`src/rtl/irq_ctl.sv`:
```
// Interrupt controller: synchronises sources, latches them as pending per source in edge
// or level mode, masks them and sequences one irq/iack handshake per service.
module irq_ctl #(
   parameter int N_SRC = 8
) (
   input  logic             clk,
   input  logic             rst,
   input  logic [N_SRC-1:0] src_in,
   output logic             irq,
   input  logic             iack,
   output logic [2:0]       vec_id,
   input  logic             wr_en,
   input  logic [1:0]       addr,
   input  logic [31:0]      wdata,
   output logic [31:0]      rdata
);

   typedef enum logic [1:0] {
      IDLE    = 2'd0,
      ASSERT  = 2'd1,
      SERVICE = 2'd2,
      DRAIN   = 2'd3
   } state_t;

   state_t           state;
   logic [N_SRC-1:0] s1, s2, s3;
   logic [N_SRC-1:0] pend, mask, mode;
   logic [N_SRC-1:0] req, edge_ev, w1c, ack_clr;
   logic [2:0]       sel;
   logic             unused_wdata;

   assign unused_wdata = ^wdata[31:N_SRC];

   always_comb begin
      edge_ev = s2 & ~s3;
      req     = pend & mask;
      w1c     = (wr_en && addr == 2'd0) ? wdata[N_SRC-1:0] : '0;
      sel     = 3'd0;
      for (int i = N_SRC - 1; i >= 0; i--) begin
         if (req[i]) sel = 3'(i);
      end
      ack_clr = '0;
      for (int i = 0; i < N_SRC; i++) begin
         ack_clr[i] = (state == ASSERT) && iack && (vec_id == 3'(i)) && mode[i];
      end
   end

   always_ff @(posedge clk) begin
      if (!rst) begin
         s1 <= '0;
         s2 <= '0;
         s3 <= '0;
      end else begin
         s1 <= src_in;
         s2 <= s1;
         s3 <= s2;
      end
   end

   // Edge bits: a new edge beats any clear in the same cycle. Level bits mirror s2.
   always_ff @(posedge clk) begin
      if (!rst) begin
         pend <= '0;
         mask <= '0;
         mode <= '1;
      end else begin
         pend <= (mode & ((pend & ~(w1c | ack_clr)) | edge_ev)) | (~mode & s2);
         if (wr_en && addr == 2'd1) mask <= wdata[N_SRC-1:0];
         if (wr_en && addr == 2'd2) mode <= wdata[N_SRC-1:0];
      end
   end

   // irq stays high in ASSERT regardless of mask/pend changes until the core acknowledges.
   always_ff @(posedge clk) begin
      if (!rst) begin
         state  <= IDLE;
         irq    <= 1'b0;
         vec_id <= 3'd0;
      end else begin
         case (state)
            IDLE: begin
               if (req != '0) begin
                  vec_id <= sel;
                  irq    <= 1'b1;
                  state  <= ASSERT;
               end
            end
            ASSERT: begin
               if (iack) begin
                  irq   <= 1'b0;
                  state <= SERVICE;
               end
            end
            SERVICE: begin
               if (!iack) state <= DRAIN;
            end
            DRAIN: begin
               state <= IDLE;
            end
            default: begin
               irq   <= 1'b0;
               state <= IDLE;
            end
         endcase
      end
   end

   always_comb begin
      rdata = '0;
      case (addr)
         2'd0: rdata[N_SRC-1:0] = pend;
         2'd1: rdata[N_SRC-1:0] = mask;
         2'd2: rdata[N_SRC-1:0] = mode;
         default: rdata[6:0] = {iack, irq, state, vec_id};
      endcase
   end

endmodule

```
`config.mk`:
```
export PLATFORM = sky130hd
export DESIGN_NAME = irq_ctl
export DESIGN_NICKNAME = d
export VERILOG_FILES = /design/src/rtl/irq_ctl.sv
export SDC_FILE = /design/constraint.sdc
export NUM_CORES = 1
export LEC_CHECK = 0
export ABC_CLOCK_PERIOD_IN_PS = 3960
export CAP_MARGIN = 0
export CORE_AREA = 3 3 93 95
export DETAILED_ROUTE_END_ITERATION = 7
export DIE_AREA = 0 0 96 98
export SETUP_SLACK_MARGIN = 0.5
export SLEW_MARGIN = 5
export SYNTH_ARGS = -nofsm -noshare
export SYNTH_HDL_FRONTEND = slang
export SYNTH_SLANG_ARGS = --single-unit
```
`constraint.sdc`:
```
create_clock -name clk -period 3.96 [get_ports clk]
set_clock_uncertainty 0.1 [all_clocks]
set_input_delay 0.396 -clock clk [delete_from_list [all_inputs] [get_ports clk]]
set_output_delay 0.396 -clock clk [all_outputs]
set_load 0.005 [all_outputs]
```
* Word-level counts from Yosys, hierarchy flattened
Index checks and enable logic that the tools add are counted. W data, S select, Z words.
Storage, ports and cells: memories kept 0, bits in writable memories 0, bits of input ports 46, output and inout bits 36, bits in latches 0, register bits 54, bits in read-only memories 0, word-level logic and storage cells 81
Cells by class: $add $sub $neg 0, reduce and logical (&&, ||, !) cells 28, shift operators 0, mux-type cells 18, order comparisons 0, bitwise operators 11, multiply operators 0, div/mod/pow operators 0, eq/ne operators 15
Operators by type and width (count):
- $and A8 B8 Y8 | 5
- $mux W3 | 8
- $not A8 Y8 | 3
- $or A8 B8 Y8 | 3
- $pmux W7 S3 | 1
- $logic_and A1 B1 Y1 | 20
- $eq A3 B3 Y1 const B | 4
- $mux W8 | 1
- $pmux W2 S4 | 1
- $reduce_bool A8 Y1 | 1
- $eq A2 B2 Y1 const B | 3
- $eq A3 B2 Y1 const B | 2
- $mux W2 | 3
- $ne A2 B2 Y1 const B | 3
- $reduce_and A3 Y1 | 2
- $eq A2 B1 Y1 const B | 2
- $logic_not A2 Y1 | 2
- $eq A3 B1 Y1 const B | 1
- $logic_not A3 Y1 | 1
- $pmux W1 S3 | 1
- $mux W1 | 2
- $pmux W1 S2 | 1
- $reduce_and A2 Y1 | 1
- $reduce_bool A2 Y1 | 1

* Longest topological paths before layout
Gate-level depths: netlist (run 1).
depth in word-level cells 10, mapped depth 6, depth with buffers taken out 6

* Least setup slack after synthesis (run 1)
No wires, ideal clock.
path type input to output, start in addr[0], end out rdata[0], slack 2292 ps, data arrival time 1172 ps, stages on the path 2, required time 3464 ps, buffers on the path 1, cells stage by stage buf_2 > mux4_2
Between the ends: longest elaborated chain between the ends 2, elaborated cells between the ends (all ways) 4, classes of those cells eq/ne: 2; mux: 1; reduce/logical: 1
RTL lines:
- start, declared | RTL line 13 | input logic [1:0] addr,
- $eq A2 B2 Y1 (tied with other cells) | RTL line 110 | case (addr)
- $pmux W7 S3 * | RTL line 110
- end, declared | RTL line 15 | output logic [31:0] rdata
Every way passes the cells marked *; elsewhere a longest branch is shown, timed or not.

* Worst setup path after layout (run 1)
start in addr[0], end out rdata[1]
The elaborated chain is that of the path after synthesis.

==> results of run 1 <==
## final cells by class
class / count / area share (%)
Sequential cell: 54 / 37.5
Multi-Input combinational cell: 194 / 41.4
Clock buffer: 5 / 2.39
Clock inverter: 3 / 1.56
Inverter: 5 / 0.652
Timing Repair Buffer: 35 / 12.0
Tap cell: 102 / 4.43
## layer usage
layer | global-route usage, % | vias to the layer above | routed length [um]
li1 | - | 906 | -
met1 | 16.1 | 810 | 2360
met2 | 17.6 | 53 | 2480
met3 | 3.78 | 5 | 343
met4 | 1.97 | 0 | 38
met5 | 0 | - | 0
## metrics by stage
step	utilization [%]	total power [mW]	hold slack, ps	instance area, um^2
2_1_floorplan	-	0.736	312	2530
6_report	36.9	1.15	340	2880
5_1_grt	36.9	1.21	363	2880
4_1_cts	36.9	1.16	341	2880
3_5_place_dp	35.4	0.792	317	2770
3_3_place_gp	35.4	0.789	316	2770
## layout by cell type (no fill, tap or decap), types with 3 or more instances in the layout
cell / n
and2_1: 25
a22oi_1: 3
dfxtp_1: 54
o21ai_0: 9
nor3_1: 4
mux2i_1: 10
mux4_2: 7
clkbuf_8: 5
clkdlybuf4s50_1: 33
a21oi_1: 8
nand2_1: 51
ha_1: 4
conb_1: 24
inv_1: 4
nor2_1: 11
nand3_1: 15
## sequential cells by signal (all words and copies together), names as in the netlist
register  flops
state         2
mode          8
irq           1
s3            8
pend          8
s2            8
s1            8
mask          8
vec_id        3
## synth_stat cells (2+ instances only)
master    instances  area (um^2)
nand2_1          51          191
a22oi_1           3         22.5
dfxtp_1          54         1080
nand2b_1          2         12.5
buf_6             2         22.5
buf_4            24          180
mux2i_1          10          100
nor2_1           11         41.3
mux4_2            7          158
nor3_1            4         20.0
ha_1              4         50.1
a21oi_1           8         40.0
nand3_1          15         75.1
nand4_1           2         12.5
and2_1           25          156
inv_1             4         15.0
clkbuf_1          4         15.0
o21ai_0           9         45.0
buf_2             4         20.0
a32o_1            2         20.0
## worst max path at each step
stage / to / slack, ps / cells past startpoint
after floorplan: rdata[0] / 2290 / 2
after global placement: rdata[2] / 1050 / 3
after detailed placement: rdata[2] / 1050 / 3
after CTS: rdata[2] / 1050 / 3
after global routing: rdata[1] / 970 / 3
final: rdata[1] / 1080 / 3
## kinds of logic after synthesis
logic type               after synthesis
other                                  1
buffers and inverters                 39
multiplexers                          17
adder cells (fa/ha/maj)                4
flip-flops                            54
AND/OR/NAND/NOR                      116
AO/OA/AOI/OAI                         33
## power groups by stage
| stage | clock, mW | sequential, mW | combinational (mW) |
|---|---|---|---|
| after detailed placement | 0 | 0.606 | 0.186 |
| after global routing | 0.407 | 0.598 | 0.210 |
| final | 0.372 | 0.594 | 0.185 |
| after CTS | 0.382 | 0.594 | 0.187 |
| after floorplan | 0 | 0.599 | 0.137 |
| after global placement | 0 | 0.605 | 0.184 |
==> flow_summary_export.csv, run 1 <==
group,metric,value,unit
status,status,"finished clean",
critical_path,critPathKind,"in -> out",
cells_and_area,layout-drive-gt1-share,7.77,%
worst_hold_path,min_path_type,"reg -> reg",
power,leakagePower,1.18,nW
cells_and_area,stdcell_count,398,
clock_network,cts-buffers-inserted,5,
cells_and_area,nNetsFinal,345,
drt,wirelength,5220,um
flow_run,max_cap_violations,0,
synth,ys_types,39,
clock_network,cts_tree,"yes",
power,netSwitchingFraction,25.9,%
sta,setup_violations,0,
synth,avgSynthCellArea,9.26,um^2
critical_path,slowest_stage,"clkdlybuf4s50_1",
power,ir_worst_vdd,0.134,mV
critical_path,critPathArrivalTime,2390,ps
floorplan,initial_core_util,31.3,%
grt,grt_max_degree,21,
synth,synth_top_flop_cell,"dfxtp_1",
worst_hold_path,holdPathStages,1,
sta,rsz0062_at_grt,"false",
cells_and_area,fillers,820,
clock_network,ctsHoldBuffers,0,
cells_and_area,area_growth,17.8,%
grt,gr-usage-all-layers,11.5,%
critical_path,worstSetupEndpointType,"output port",
sta,period_minus_slack,2880,ps
power,switching_power,0.298,mW
power,pwr-share-seq,51.6,%
synth,async_flop_share,0,%
drt,avgRoutedWirePerCell,13.1,um
synth,synthCells,264,
cells_and_area,diodes,0,
synth,synth_edf_count,0,
synth,synth_compound_area_share,9.58,%
critical_path,cpMostUsedCell,"clkdlybuf4s50_1",
synth,synth-seq-cells,54,
placed_design,io_buffers,33,
drt,drt_first_iter_violations,154,
sta,setup_slack,1080,ps
power,share_comb_of_total_power,16.1,%
critical_path,reg2regPathDepth,6,
clock_network,post-cts-setup-buffers,0,
drt,antenna_left,0,
worst_hold_path,holdPathEnd,"s2[4]",
critical_path,r2r_end,"pend[3]",
floorplan,die_area,9410,um^2
clock_network,cts_resized,0,
placed_design,placedCellCount,390,
placed_design,routabilityCongestion,0.818,
synth,synth_area,2440,um^2
synth,synth-simple-area-share,22.9,%
critical_path,crit_start,"addr[0]",
sta,hold_viol_final,0,
drt,routed_via_density,4.46,
power,internal-power,0.853,mW
cells_and_area,multiInputGateArea,1190,um^2
floorplan,ios,82,
synth,synth_top_family_by_area,"simple AND/OR/NAND/NOR gates",
clock_network,clk_pin_slew_worst_paths,90,ps
synth,synth-xor-area-share,0,%
critical_path,path_max_fanout,11,
drt,drc,0,
sta,setup_tns,0,ps
critical_path,path_delay_family,"buffers and inverters",
critical_path,crit_required,3460,ps
placed_design,dp_slack,1050,ps
clock_network,insertion_delay,310,ps
critical_path,r2r-start,"state[1]",
power,p_per_area,400,nW/um^2
grt,grt_pass1_wl,8340,um
synth,synthAdderAreaFrac,2.05,%
sta,slew_headroom,54.7,%
cells_and_area,regArea,1080,um^2
sta,slew_violations,0,
synth,synthMuxAreaShare,10.5,%
floorplan,die_w,96,um
placed_design,dpl.hpwl,3820,um
grt,antenna_found_initial,0,
floorplan,die_h,98,um
synth,yosys_warnings,0,
clock_network,cts_root_buf,"clkbuf_8",
sta,tightest_slew,678,ps
drt,first_pass_iters,4,
critical_path,r2r_slack,2330,ps
floorplan,coreArea,7810,um^2
clock_network,cts_buffer_depth,2,
critical_path,slowest_delay,910,ps
drt,vias,1774,
sta,finalCritPeriodShare,72.8,%
synth,synth-seq-area-share,44.2,%
grt,grt_pass1_vias,1602,
grt,grt_overflow,0,
critical_path,crit_chain,"clkdlybuf4s50_1, mux4_2, clkdlybuf4s50_1",
clock_network,htree_num_levels,2,
power,clkPwrFrac,32.3,%
critical_path,setup.worst_path.start_class,"input port",
sta,fmax,347,MHz
critical_path,cp_num_buf_inv,2,
worst_hold_path,min-delay-start,"s1[4]",
floorplan,rows,32,
clock_network,clock-sinks,54,
Note: power is estimated with default switching activity, not from simulation.
==> inputs of run 2 (changes only) <==
--- a/config.mk
+++ b/config.mk
@@ -5,7 +5,7 @@
 export SDC_FILE = /design/constraint.sdc
 export NUM_CORES = 1
 export LEC_CHECK = 0
-export ABC_CLOCK_PERIOD_IN_PS = 3960
+export ABC_CLOCK_PERIOD_IN_PS = 2400
 export CAP_MARGIN = 0
 export CORE_AREA = 3 3 93 95
 export DETAILED_ROUTE_END_ITERATION = 7
==> constraint.sdc (replaced) <==
create_clock -name clk -period 2.4 [get_ports clk]
set_clock_uncertainty 0.1 [all_clocks]
set_input_delay 0.24 -clock clk [delete_from_list [all_inputs] [get_ports clk]]
set_output_delay 0.24 -clock clk [all_outputs]
set_load 0.005 [all_outputs]
==> flow_summary_export.csv, run 2 (same netlist as run 1, synthesis figures left out) <==
group,metric,value,unit
critical_path,crit_required,2060,ps
clock_network,cts_buffer_depth,2,
drt,drc,0,
floorplan,die_area,9410,um^2
sta,tightest_slew,585,ps
drt,wirelength,5340,um
placed_design,dpl.hpwl,4020,um
status,status,"finished clean",
floorplan,coreArea,7810,um^2
sta,finalCritPeriodShare,76.9,%
sta,fin_hold_ws,339,ps
grt,grt_pass1_vias,1706,
power,leakagePower,1.28,nW
critical_path,crit_chain,"mux4_2, dlygate4sd2_1",
placed_design,routabilityCongestion,0.790,
floorplan,die_h,98,um
clock_network,clock-sinks,54,
cells_and_area,area_growth,21.7,%
power,finalPower,1.91,mW
cells_and_area,postLayoutCellArea,2970,um^2
sta,setup_violations,0,
floorplan,initial_core_util,31.3,%
critical_path,r2r_slack,830,ps
cells_and_area,final_common_cell,"nand2_1",
floorplan,rows,32,
drt,routed_via_density,4.52,
cells_and_area,final_cell_mix,"51 x nand2_1, 50 x dfxtp_1, 25 x and2_1, 24 x conb_1, 22 x clkdlybuf4s50_1",
floorplan,die_w,96,um
drt,antenna_left,0,
flow_run,max_cap_violations,0,
sta,rsz0062_at_grt,"false",
grt,grt_max_degree,19,
clock_network,cts-buffers-inserted,5,
power,ir_worst_vdd,0.304,mV
sta,period_minus_slack,1840,ps
cells_and_area,fillers,816,
power,p_per_area,643,nW/um^2
sta,slew_headroom,60.9,%
worst_hold_path,min_path_type,"reg -> reg",
grt,grt_pass1_wl,8580,um
cells_and_area,nNetsFinal,355,
grt,gr-usage-all-layers,11.8,%
placed_design,placed_area,2820,um^2
cells_and_area,multiInputGateArea,1190,um^2
critical_path,critPathArrivalTime,1500,ps
critical_path,worstSetupEndpointType,"output port",
cells_and_area,regArea,1090,um^2
critical_path,slowest_stage,"mux4_2",
drt,first_pass_iters,4,
cells_and_area,layout-drive-gt1-share,12.1,%
critical_path,critPathKind,"reg -> out",
drt,drt_first_iter_violations,97,
clock_network,clk_pin_slew_worst_paths,90,ps
grt,grt_overflow,0,
critical_path,path_max_fanout,8,
grt,antenna_found_initial,0,
critical_path,setup.worst_path.start_class,"register",
clock_network,insertion_delay,300,ps
sta,slew_violations,0,
clock_network,htree_num_levels,2,
clock_network,cts_root_buf,"clkbuf_8",
sta,setup_tns,0,ps
floorplan,ios,82,
drt,vias,1840,
placed_design,io_buffers,33,
drt,avgRoutedWirePerCell,13.1,um
clock_network,cts_tree,"yes",
sta,fmax,542,MHz
sta,hold_viol_final,0,
critical_path,slowest_delay,510,ps
cells_and_area,diodes,0,
## run 2: area by class of cell
type                            instances  share of cell area [%]
Clock buffer                            6                    2.78
Clock inverter                          1                    1.01
Inverter                                5                   0.631
Multi-Input combinational cell        194                    40.2
Sequential cell                        54                    36.5
Tap cell                              102                    4.29
Timing Repair Buffer                   45                    14.6
## run 2: worst paths after layout
| kind | start | end | cells past startpoint |
|---|---|---|---|
| hold reg to reg | s1[0] | s2[0] | 1 |
| setup reg to reg | pend[3] | irq | 4 |
| setup / recovery | vec_id[0] | rdata[0] | 2 |
| hold / removal | s1[0] | s2[0] | 1 |
## run 2: through the flow
step	worst slack, ps	utilization [%]	instances
3_3_place_gp	155	36.1	395
2_1_floorplan	927	-	287
4_1_cts	529	38.0	407
3_5_place_dp	158	36.1	395
6_report	555	38.1	407
5_1_grt	511	38.1	407
## run 2: repair_timing
item                       CTS  global route
resized for setup           15             2
setup endpoints to repair    8             2
buffers inserted             5             0
hold buffers                 0             0
## run 2: metal layers
layer  share of wire (%)  vias to the layer above  GRT usage (%)
met5                   0                        -              0
met4                 1.1                        0           3.28
met1                  46                      853           15.9
li1                    -                      927              -
met2                  47                       52           18.4
met3                 5.4                        8           3.00
## run 2: critical path: cells and delay by family, from the launching register on
family / cells / cell delay (ps)
buf+inv: 1 / 280
mux: 1 / 510
flops: 1 / 410
## run 2: where the power goes
group	leakage, nW	internal, mW	switching (mW)
clock network	0.0573	0.334	0.285
registers	0.443	0.943	0.0376
logic	0.776	0.158	0.153
==> inputs of run 3 (changes only) <==
--- a/config.mk
+++ b/config.mk
@@ -5,7 +5,7 @@
 export SDC_FILE = /design/constraint.sdc
 export NUM_CORES = 1
 export LEC_CHECK = 0
-export ABC_CLOCK_PERIOD_IN_PS = 2400
+export ABC_CLOCK_PERIOD_IN_PS = 1600
 export CAP_MARGIN = 0
 export CORE_AREA = 3 3 93 95
 export DETAILED_ROUTE_END_ITERATION = 7
==> constraint.sdc (replaced) <==
create_clock -name clk -period 1.6 [get_ports clk]
set_clock_uncertainty 0.1 [all_clocks]
set_input_delay 0.16 -clock clk [delete_from_list [all_inputs] [get_ports clk]]
set_output_delay 0.16 -clock clk [all_outputs]
set_load 0.005 [all_outputs]
==> flow_summary_export.csv, run 3 (same netlist as run 1, synthesis figures left out) <==
group,metric,value,unit
status,status,"finished clean",
drt,antenna_left,0,
placed_design,placedCellCount,413,
cells_and_area,final_common_cell,"nand2_1",
flow_run,max_cap_violations,0,
grt,gr-usage-all-layers,13.7,%
clock_network,cts_tree,"yes",
cells_and_area,postLayoutCellArea,3700,um^2
placed_design,dpl.hpwl,4370,um
clock_network,cts-buffers-inserted,5,
sta,rsz0062_at_grt,"true",
clock_network,insertion_delay,300,ps
cells_and_area,final_util,47.4,%
floorplan,die_h,98,um
grt,grt_pass1_vias,2002,
power,p_per_area,820,nW/um^2
critical_path,r2r-start,"pend[3]",
cells_and_area,area_growth,51.4,%
drt,drc,0,
cells_and_area,stdcell_count,460,
sta,setup_tns,0,ps
grt,grt_max_degree,47,
floorplan,initial_core_util,31.3,%
critical_path,critPathArrivalTime,1260,ps
clock_network,cts_root_buf,"clkbuf_8",
cells_and_area,diodes,0,
floorplan,die_w,96,um
placed_design,routabilityCongestion,0.898,
drt,wirelength,6580,um
cells_and_area,fillers,734,
critical_path,crit_start,"state[1]",
critical_path,crit_required,1340,ps
critical_path,r2r_slack,90,ps
grt,grt_pass1_wl,9940,um
critical_path,path_max_fanout,3,
cells_and_area,final_cell_mix,"45 x nand2_1, 37 x buf_4, 29 x dfxtp_1, 26 x buf_6",
clock_network,clock-sinks,54,
worst_hold_path,min_path_type,"in -> reg",
sta,hold_viol_final,0,
clock_network,ctsHoldBuffers,0,
clock_network,cts_buffer_depth,2,
drt,vias,2065,
power,ir_worst_vdd,0.300,mV
sta,setup_violations,0,
drt,avgRoutedWirePerCell,14.3,um
critical_path,setup.worst_path.start_class,"register",
drt,first_pass_iters,5,
clock_network,htree_num_levels,2,
power,leakagePower,1.61,nW
floorplan,rows,32,
critical_path,critPathKind,"reg -> out",
placed_design,io_buffers,33,
sta,finalCritPeriodShare,95.0,%
floorplan,coreArea,7810,um^2
sta,slew_violations,0,
floorplan,die_area,9410,um^2
sta,fmax,658,MHz
critical_path,worstSetupEndpointType,"output port",
worst_hold_path,min-delay-start,"src_in[0]",
cells_and_area,layout-drive-gt1-share,44.4,%
drt,drt_first_iter_violations,114,
cells_and_area,nNetsFinal,408,
grt,grt_overflow,0,
placed_design,placed_area,3050,um^2
sta,period_minus_slack,1520,ps
power,finalPower,3.03,mW
drt,routed_via_density,4.49,
grt,antenna_found_initial,0,
clock_network,clk_pin_slew_worst_paths,90,ps
floorplan,ios,82,
-- run 3: final cells by class --
type / count / area (um^2) / area share [%]
repair buffers: 98 / 940 / 25.4
well taps: 102 / 128 / 3.45
multi-input cells: 194 / 1400 / 37.9
inverters: 5 / 30.0 / 0.812
clock buffers: 7 / 76.3 / 2.06
flip-flops and latches: 54 / 1120 / 30.4
-- run 3: final timing paths --
path,end,cells past startpoint
setup / recovery,rdata[4],2
hold / removal,s1[0],2
setup reg to reg,irq,5
hold reg to reg,s2[6],1
-- run 3: where the power goes --
group	internal, mW	switching (mW)
clock	0.302	0.408
combinational	0.468	0.395
sequential	1.42	0.0423
total	2.19	0.845
-- run 3: stage by stage --
stage,hold slack [ps],setup WS [ps]
6_report,328,79.6
3_5_place_dp,318,-472
2_1_floorplan,183,209
4_1_cts,317,70.6
3_3_place_gp,317,-458
5_1_grt,317,37.2
-- run 3: metal layers --
layer / global-route usage, % / vias to the layer above / part of all wire [%]
met5: 0 / - / 0
met3: 3.00 / 4 / 6.7
li1: - / 1034 / -
met4: 4.38 / 0 / 0.56
met2: 22.4 / 65 / 49
met1: 17.7 / 962 / 44
-- run 3: critical path, stage by stage (launching register included) --
cell and delay, ps:
dfxtp_4 370, mux4_2 450, buf_2 140
-- run 3: what timing repair did --
item | in CTS | in global routing
setup endpoints to repair | 42 | 39
resized for setup | 107 | 38
buffers inserted | 32 | 8
hold endpoints to repair | 0 | 0
pin swaps | 15 | 16
